**src/rtl/reg_file_param.sv**
```systemverilog
// reg_file_param: parametrised register file with two write ports, two
// registered read ports with write-to-read bypass, and a per-register busy
// scoreboard for decode-stage hazard detection.
// Optional feature macro: REG_ZERO_HARDWIRE_EN (address 0 reads as zero,
// ignores writes and never becomes busy).
module reg_file_param #(
    parameter int DATA_W = 16,
    parameter int ADDR_W = 5
) (
    input  logic              clk,
    input  logic              rst_n,
    input  logic [ADDR_W-1:0] reg_addr1,
    input  logic [ADDR_W-1:0] reg_addr2,
    input  logic              reg_rd_en,
    output logic [DATA_W-1:0] reg_out_1,
    output logic [DATA_W-1:0] reg_out_2,
    output logic              reg_busy_1,
    output logic              reg_busy_2,
    input  logic              reg_wr,
    input  logic [ADDR_W-1:0] reg_wr_addr,
    input  logic [DATA_W-1:0] reg_din,
    input  logic              reg_wr_b,
    input  logic [ADDR_W-1:0] reg_wr_addr_b,
    input  logic [DATA_W-1:0] reg_din_b,
    input  logic              reg_busy_set,
    input  logic [ADDR_W-1:0] reg_busy_addr
);

    localparam int DEPTH = 1 << ADDR_W;

    logic [DATA_W-1:0] regs [DEPTH];
    logic [DEPTH-1:0]  busy;

    logic              wr_a_ok;
    logic              wr_b_ok;
    logic              set_ok;
    logic [DATA_W-1:0] val_1;
    logic [DATA_W-1:0] val_2;

    // Qualified write/issue enables; with address 0 hardwired, every path into
    // entry 0 is blocked here, so regs[0] stays 0 and bypass never returns
    // anything else for it.
    always_comb begin
`ifdef REG_ZERO_HARDWIRE_EN
        wr_a_ok = reg_wr       && (reg_wr_addr   != '0);
        wr_b_ok = reg_wr_b     && (reg_wr_addr_b != '0);
        set_ok  = reg_busy_set && (reg_busy_addr != '0);
`else
        wr_a_ok = reg_wr;
        wr_b_ok = reg_wr_b;
        set_ok  = reg_busy_set;
`endif
    end

    // Read value with bypass: port B data, then port A data, then storage.
    always_comb begin
        val_1 = regs[reg_addr1];
        if (wr_a_ok && (reg_wr_addr == reg_addr1))
            val_1 = reg_din;
        if (wr_b_ok && (reg_wr_addr_b == reg_addr1))
            val_1 = reg_din_b;

        val_2 = regs[reg_addr2];
        if (wr_a_ok && (reg_wr_addr == reg_addr2))
            val_2 = reg_din;
        if (wr_b_ok && (reg_wr_addr_b == reg_addr2))
            val_2 = reg_din_b;
    end

    // Register array update; port B is applied last so it wins a same-address collision.
    always_ff @(posedge clk or negedge rst_n) begin
        if (!rst_n) begin
            for (int i = 0; i < DEPTH; i++)
                regs[i] <= '0;
        end else begin
            if (wr_a_ok && !(wr_b_ok && (reg_wr_addr_b == reg_wr_addr)))
                regs[reg_wr_addr] <= reg_din;
            if (wr_b_ok)
                regs[reg_wr_addr_b] <= reg_din_b;
        end
    end

    // Scoreboard: writes retire the pending producer; a same-edge issue re-marks it busy.
    always_ff @(posedge clk or negedge rst_n) begin
        if (!rst_n) begin
            busy <= '0;
        end else begin
            for (int i = 0; i < DEPTH; i++) begin
                if (set_ok && (reg_busy_addr == ADDR_W'(i)))
                    busy[i] <= 1'b1;
                else if ((wr_a_ok && (reg_wr_addr   == ADDR_W'(i))) ||
                         (wr_b_ok && (reg_wr_addr_b == ADDR_W'(i))))
                    busy[i] <= 1'b0;
            end
        end
    end

    // Registered read ports; hold their value while reg_rd_en is low.
    always_ff @(posedge clk or negedge rst_n) begin
        if (!rst_n) begin
            reg_out_1 <= '0;
            reg_out_2 <= '0;
        end else if (reg_rd_en) begin
            reg_out_1 <= val_1;
            reg_out_2 <= val_2;
        end
    end

    assign reg_busy_1 = busy[reg_addr1];
    assign reg_busy_2 = busy[reg_addr2];

endmodule

```
**config.mk**
```make
export PLATFORM = sky130hd
export DESIGN_NAME = reg_file_param
export DESIGN_NICKNAME = d
export VERILOG_FILES = /design/src/rtl/reg_file_param.sv
export SDC_FILE = /design/constraint.sdc
export NUM_CORES = 2
export LEC_CHECK = 0
export BUFFER_PORTS_ARGS = -buffer_cell sky130_fd_sc_hd__buf_2
export CAP_MARGIN = 20
export CORE_UTILIZATION = 60
export DETAILED_ROUTE_END_ITERATION = 6
export MAX_ROUTING_LAYER = met4
export PLACE_DENSITY = 0.84
export RECOVER_POWER = 50
export SYNTH_ARGS = -nofsm -noshare
export SYNTH_HDL_FRONTEND = slang
export SYNTH_SLANG_ARGS = --single-unit
```
**constraint.sdc**
```tcl
create_clock -name clk -period 3.4 [get_ports clk]
set_input_delay 0.68 -clock clk [delete_from_list [all_inputs] [get_ports clk]]
set_output_delay 0.68 -clock clk [all_outputs]
set_load 0.005 [all_outputs]
```
=== Yosys cells after proc, flatten, opt, wreduce, memory -nomap -nowiden ===
Cells that the tools add are included.
Widths: inputs -> output; s select.

* Bits in registers: 576
* Input port bits: 63
* Output and inout port bits: 34
* Word-level logic and storage cells: 434

* $lt $le $gt $ge: 8
* Eq/ne operators: 98
* Multiplexer cells: 86
* Bitwise logic cells: 4
* Reduce and logical (&&, ||, !) cells: 172

{| class="wikitable"
|+ Operator list
! kind !! count
|-
| $bwmux 512 || 2
|-
| $mux 512 || 2
|-
| $eq 5x5->1 const B || 48
|-
| $bmux 16 s5 || 2
|-
| $demux 16 s5 || 2
|-
| $mux 16 || 10
|-
| $eq 5x4->1 const B || 24
|-
| $logic_and 1x1->1 || 104
|-
| $mux 1 || 66
|-
| $reduce_bool 2->1 || 32
|-
| $eq 5x3->1 const B || 12
|-
| $logic_or 1x1->1 || 32
|-
| $eq 5x2->1 const B || 6
|-
| $eq 5x5->1 || 5
|-
| $ge 6x6->1 const B || 4
|-
| $not 5->6 || 4
|-
| $eq 5x1->1 const B || 3
|-
| $logic_not 5->1 || 3
|-
| $lt 5x6->1 const B || 2
|-
| $lt 6x1->1 const B || 2
|-
| $bmux 1 s5 || 2
|-
| $logic_not 1->1 || 1
|}

=== Logic depth before layout (Yosys ltp) ===
* Depth after elaboration: 9
* Depth in mapped cells: 11
* Depth with buffers taken out: 6

=== Worst setup path after synthesis ===
OpenSTA, ideal clock, no wires.

* Path kind: input-to-output
* From: in reg_addr2[1]
* To: out reg_busy_2
* Data arrival time: 2393 ps
* Data required time: 2720 ps
* Setup slack: 327 ps
* Cell stages on the path: 6
* Path buffers: 3
* Path through: buf_2 -> buf_4 -> clkbuf_1 -> mux4_2 -> mux4_2 -> mux2_2

* Longest elaborated chain between the ends: 2

{| class="wikitable"
|+ Ends and longest elaborated chain
! what !! RTL line !! text
|-
| start, declared || 13 || <nowiki>input logic [ADDR_W-1:0] reg_addr2,</nowiki>
|-
| $bmux 1 s5 || 110 || <nowiki>assign reg_busy_2 = busy[reg_addr2];</nowiki>
|-
| $mux 1 (implied by the code) || 110 ||
|-
| end, declared || 18 || <nowiki>output logic reg_busy_2,</nowiki>
|}

Every way passes these cells. The select of a mux whose other input is x is not followed.

=== Worst setup path in the final report ===
* From: reg busy[14]
* To: out reg_busy_2

* Longest elaborated chain between the ends: 2

{| class="wikitable"
|+ Ends and longest elaborated chain
! what !! RTL line !! text
|-
| start, declared || 32 || <nowiki>logic [DEPTH-1:0] busy;</nowiki>
|-
| start signal, assigned || 86 || <nowiki>busy <= '0;</nowiki>
|-
| start signal, assigned by index || 90 || <nowiki>busy[i] <= 1'b1;</nowiki>
|-
| start signal, assigned by index || 93 || <nowiki>busy[i] <= 1'b0;</nowiki>
|-
| $bmux 1 s5 || 110 ||
|-
| $mux 1 (implied by the code) || 110 ||
|}

Every way passes these cells. The select of a mux whose other input is x is not followed.

==> impl_metrics.tcl <==
set metrics [dict create \
    core-area_um2 60700 \
    regToRegEndpoint "reg_out_1[7]" \
    yosys.cell_types.count 71 \
    worst_path_dominant_cell_family "multiplexers" \
    synth_seq_area_share 0.389 \
    place.port_buffers 96 \
    critPathMaxFanout 3 \
    timing.max_cap.violations 5 \
    required_ns 2.72 \
    mostFrequentLayoutCell "sky130_fd_sc_hd__mux2i_1" \
    dpl-instance-area_um2 37900 \
    grtUsageTotal 0.422 \
    cts_resized 0 \
    die_h_um 250 \
    detail_route.wl_per_cell_um 30.5 \
    synth.ff_latch_count 576 \
    hold_class "primary input to flop" \
    final_max_slew_viol_count 213 \
    crit_path_frequent_cell "sky130_fd_sc_hd__mux4_2" \
    cp_data_arrival_time_ns 2.46 \
    cts_clock_pin_slew_for_the_worst_setup_and_hold_paths_ns 0.06 \
    max_stage_delay_ns 0.51 \
    run_status "complete, but fails checks" \
    timing.final.crit_share 0.925 \
    maximum_number_of_pins_on_one_net_before_global_route_repair 84 \
    layout_common_cells "sky130_fd_sc_hd__mux2i_1, sky130_fd_sc_hd__dfrtp_1, sky130_fd_sc_hd__nand2_1" \
    hold_viol_final 0 \
    fin_util 0.657 \
    floorplan.initialDensity 0.610 \
    timing.critical_path.slowest_stage_cell "sky130_fd_sc_hd__mux4_2" \
    remaining_drc_errors 6 \
    worstReg2RegStart "regs[167]" \
    routabilityCongestion 1.05 \
    violated_checks "DRC, capacitance limit, slew limit" \
    rsz0062_at_grt "false" \
    clock_latency_ns 0.65 \
    number_of_core_rows 90 \
    setup_viol 0 \
    timing.reg2reg.worst_path_depth 6 \
    timing.slew.headroom -0.700 \
    critical_path.startpoint_type "flop" \
    place_hpwl_mm 80.6 \
    asyncSetResetFlopFracSynth 1.00 \
    tritoncts.num_buffers 60 \
    hold_ws_ns 0.508 \
    synth_edf_count 0 \
    critical_path_class "flop to primary output" \
    yosys_warnings 0 \
    critPathCaptureType "primary output" \
    worstSetupEndpoint "reg_busy_2" \
    floorplan.io_pins 97 \
    total_routed_wirelength_mm 127 \
    crit_chain "mux4_2 -> mux4_2 -> mux2_2 -> buf_2" \
    detail_route_antenna_nets 0 \
    power_per_cell_area_nw_per_um2 583 \
    startpoint "busy[14]" \
    synth_flop_cell "sky130_fd_sc_hd__dfrtp_1" \
    syn-num-nets 3502 \
    clock_tree.htree_level_count 2 \
    global_route.overflow_total 0 \
    clock_path_buffers 3 \
    worstSetupPathDepth 4 \
    cts_root_buf "sky130_fd_sc_hd__clkbuf_16" \
    antenna_found_initial 8 \
    detail_route.iter0.violations 4732 \
    post-route-cell-area_um2 39900 \
    die_width_um 250 \
    reg2reg_setup_slack_ns 1.20 \
    post_route_cells_drive_above_1_share 0.199 \
    post_cts.repair.setup_buffers 0 \
    worst_clock_skew_ns 0.0178 \
    peakVddDrop_v 0.000469 \
    leakagePower_uw 0.0192 \
    routed-via-count 31021 \
    syn-mean-instance-area_um2 10.8 \
    critical_path_buf_inv_count 1 \
    vias_in_the_first_global_route 30633 \
    drtPass1Iterations 7 \
    tritoncts_clock_tree "built" \
    die_area_um2 62700 \
    setup_tns_ns 0 \
    post_cts_hold_buffer_count 0 \
    finalWorstPathRequiredPeriod_ns 3.14 \
    syn-instance-count 3439 \
    cts_num_sinks 576 \
    post_synth_instance_area_um2 37000 \
    grt_pass1_wl_mm 192 \
    clock.fmax_ghz 0.318 \
    slew_at_the_pin_closest_to_its_max_slew_limit_ns 2.55 \
    final_nets 3406 \
    viasPerCell 7.42 \
    area.growth.synth_to_final_pct 7.76 \
]
-- worst min-delay path by stage --
stage	from	endpoint	slack [ns]	depth (start not counted)
2_1_floorplan	rst_n	busy[0]	0.38	0
4_1_cts	rst_n	regs[51]	0.10	1
6_report	reg_busy_addr[0]	busy[4]	0.51	3
5_1_grt	reg_busy_addr[0]	busy[4]	0.53	3
3_5_place_dp	busy[17]	busy[17]	0.51	1
3_3_place_gp	busy[26]	busy[26]	0.50	1
-- through the flow --
step	worst slack, ns	total power (µW)	std cells
global placement	0.124	15700	4063
floorplan	0.327	14100	3439
detailed placement	-0.00434	16100	4063
global route	0.148	24000	4180
CTS	0.269	22900	4172
finish	0.257	23200	4181
-- layout make-up --
type                       instances  area (µm²)
inverter                           4        15.0
tap                              782         978
clock buffer                      93        1880
sequential                       576       14400
clock inverter                    16         175
fill                            4361       20800
timing repair buffer             241        1810
antenna                            9        22.5
multi-input combinational       2460       20600
-- synthesized netlist by cell type (10+ instances only) --
library cell	instances	area, µm²
sky130_fd_sc_hd__o22ai_1	22	138
sky130_fd_sc_hd__nor2b_1	31	194
sky130_fd_sc_hd__buf_1	23	86.3
sky130_fd_sc_hd__a221oi_1	30	263
sky130_fd_sc_hd__a22o_1	18	158
sky130_fd_sc_hd__nand3_1	15	75.1
sky130_fd_sc_hd__xnor2_1	14	123
sky130_fd_sc_hd__buf_6	29	327
sky130_fd_sc_hd__o21ai_0	254	1270
sky130_fd_sc_hd__nand2_1	366	1370
sky130_fd_sc_hd__o211ai_4	10	213
sky130_fd_sc_hd__and2_1	16	100
sky130_fd_sc_hd__buf_2	37	185
sky130_fd_sc_hd__o21ai_1	47	235
sky130_fd_sc_hd__a211oi_1	15	113
sky130_fd_sc_hd__mux2i_1	593	5940
sky130_fd_sc_hd__nor2_1	295	1110
sky130_fd_sc_hd__clkbuf_1	253	950
sky130_fd_sc_hd__buf_4	51	383
sky130_fd_sc_hd__a32o_1	14	140
sky130_fd_sc_hd__nor3_1	19	95.1
sky130_fd_sc_hd__dfrtp_1	576	14400
sky130_fd_sc_hd__nand2b_1	25	156
sky130_fd_sc_hd__mux4_2	273	6150
sky130_fd_sc_hd__a21oi_1	275	1380
-- registers in the layout, indices dropped and copies added (netlist names) --
name	count
regs	512
reg_out_2	16
reg_out_1	16
busy	32
-- worst min-delay path: stages --
cell and delay (ns):
sky130_fd_sc_hd__buf_2 0.12, sky130_fd_sc_hd__nor3_1 0.10, sky130_fd_sc_hd__a22o_1 0.21
-- report_power, final --
part	total (µW)	internal, µW	leakage [µW]	switching [µW]
sequential	10300	8660	0.00703	1610
clock	6890	4000	0.00102	2900
combinational	6090	3180	0.0112	2910
total	23200	15800	0.0192	7410
-- layer usage --
layer / wire [µm] / vias up / global-route usage
met2: 55300 / 2757 / 0.592
met5: 0 / - / -
li1: - / 12416 / -
met3: 18500 / 742 / 0.123
met1: 43300 / 15106 / 0.530
met4: 10200 / 0 / 0.288
-- cells by family (layout without fill, tap and decap cells) --
family,Yosys count,after routing,share of synthesized area
multiplexers,879,879,0.333
flip-flops,576,576,0.389
AND/OR/NAND/NOR,805,805,0.0934
buffers and inverters,403,354,0.0554
XOR/XNOR,25,25,0.00652
other,0,9,0
AO/OA/AOI/OAI,751,751,0.122
(Power assumes the default switching activity.)
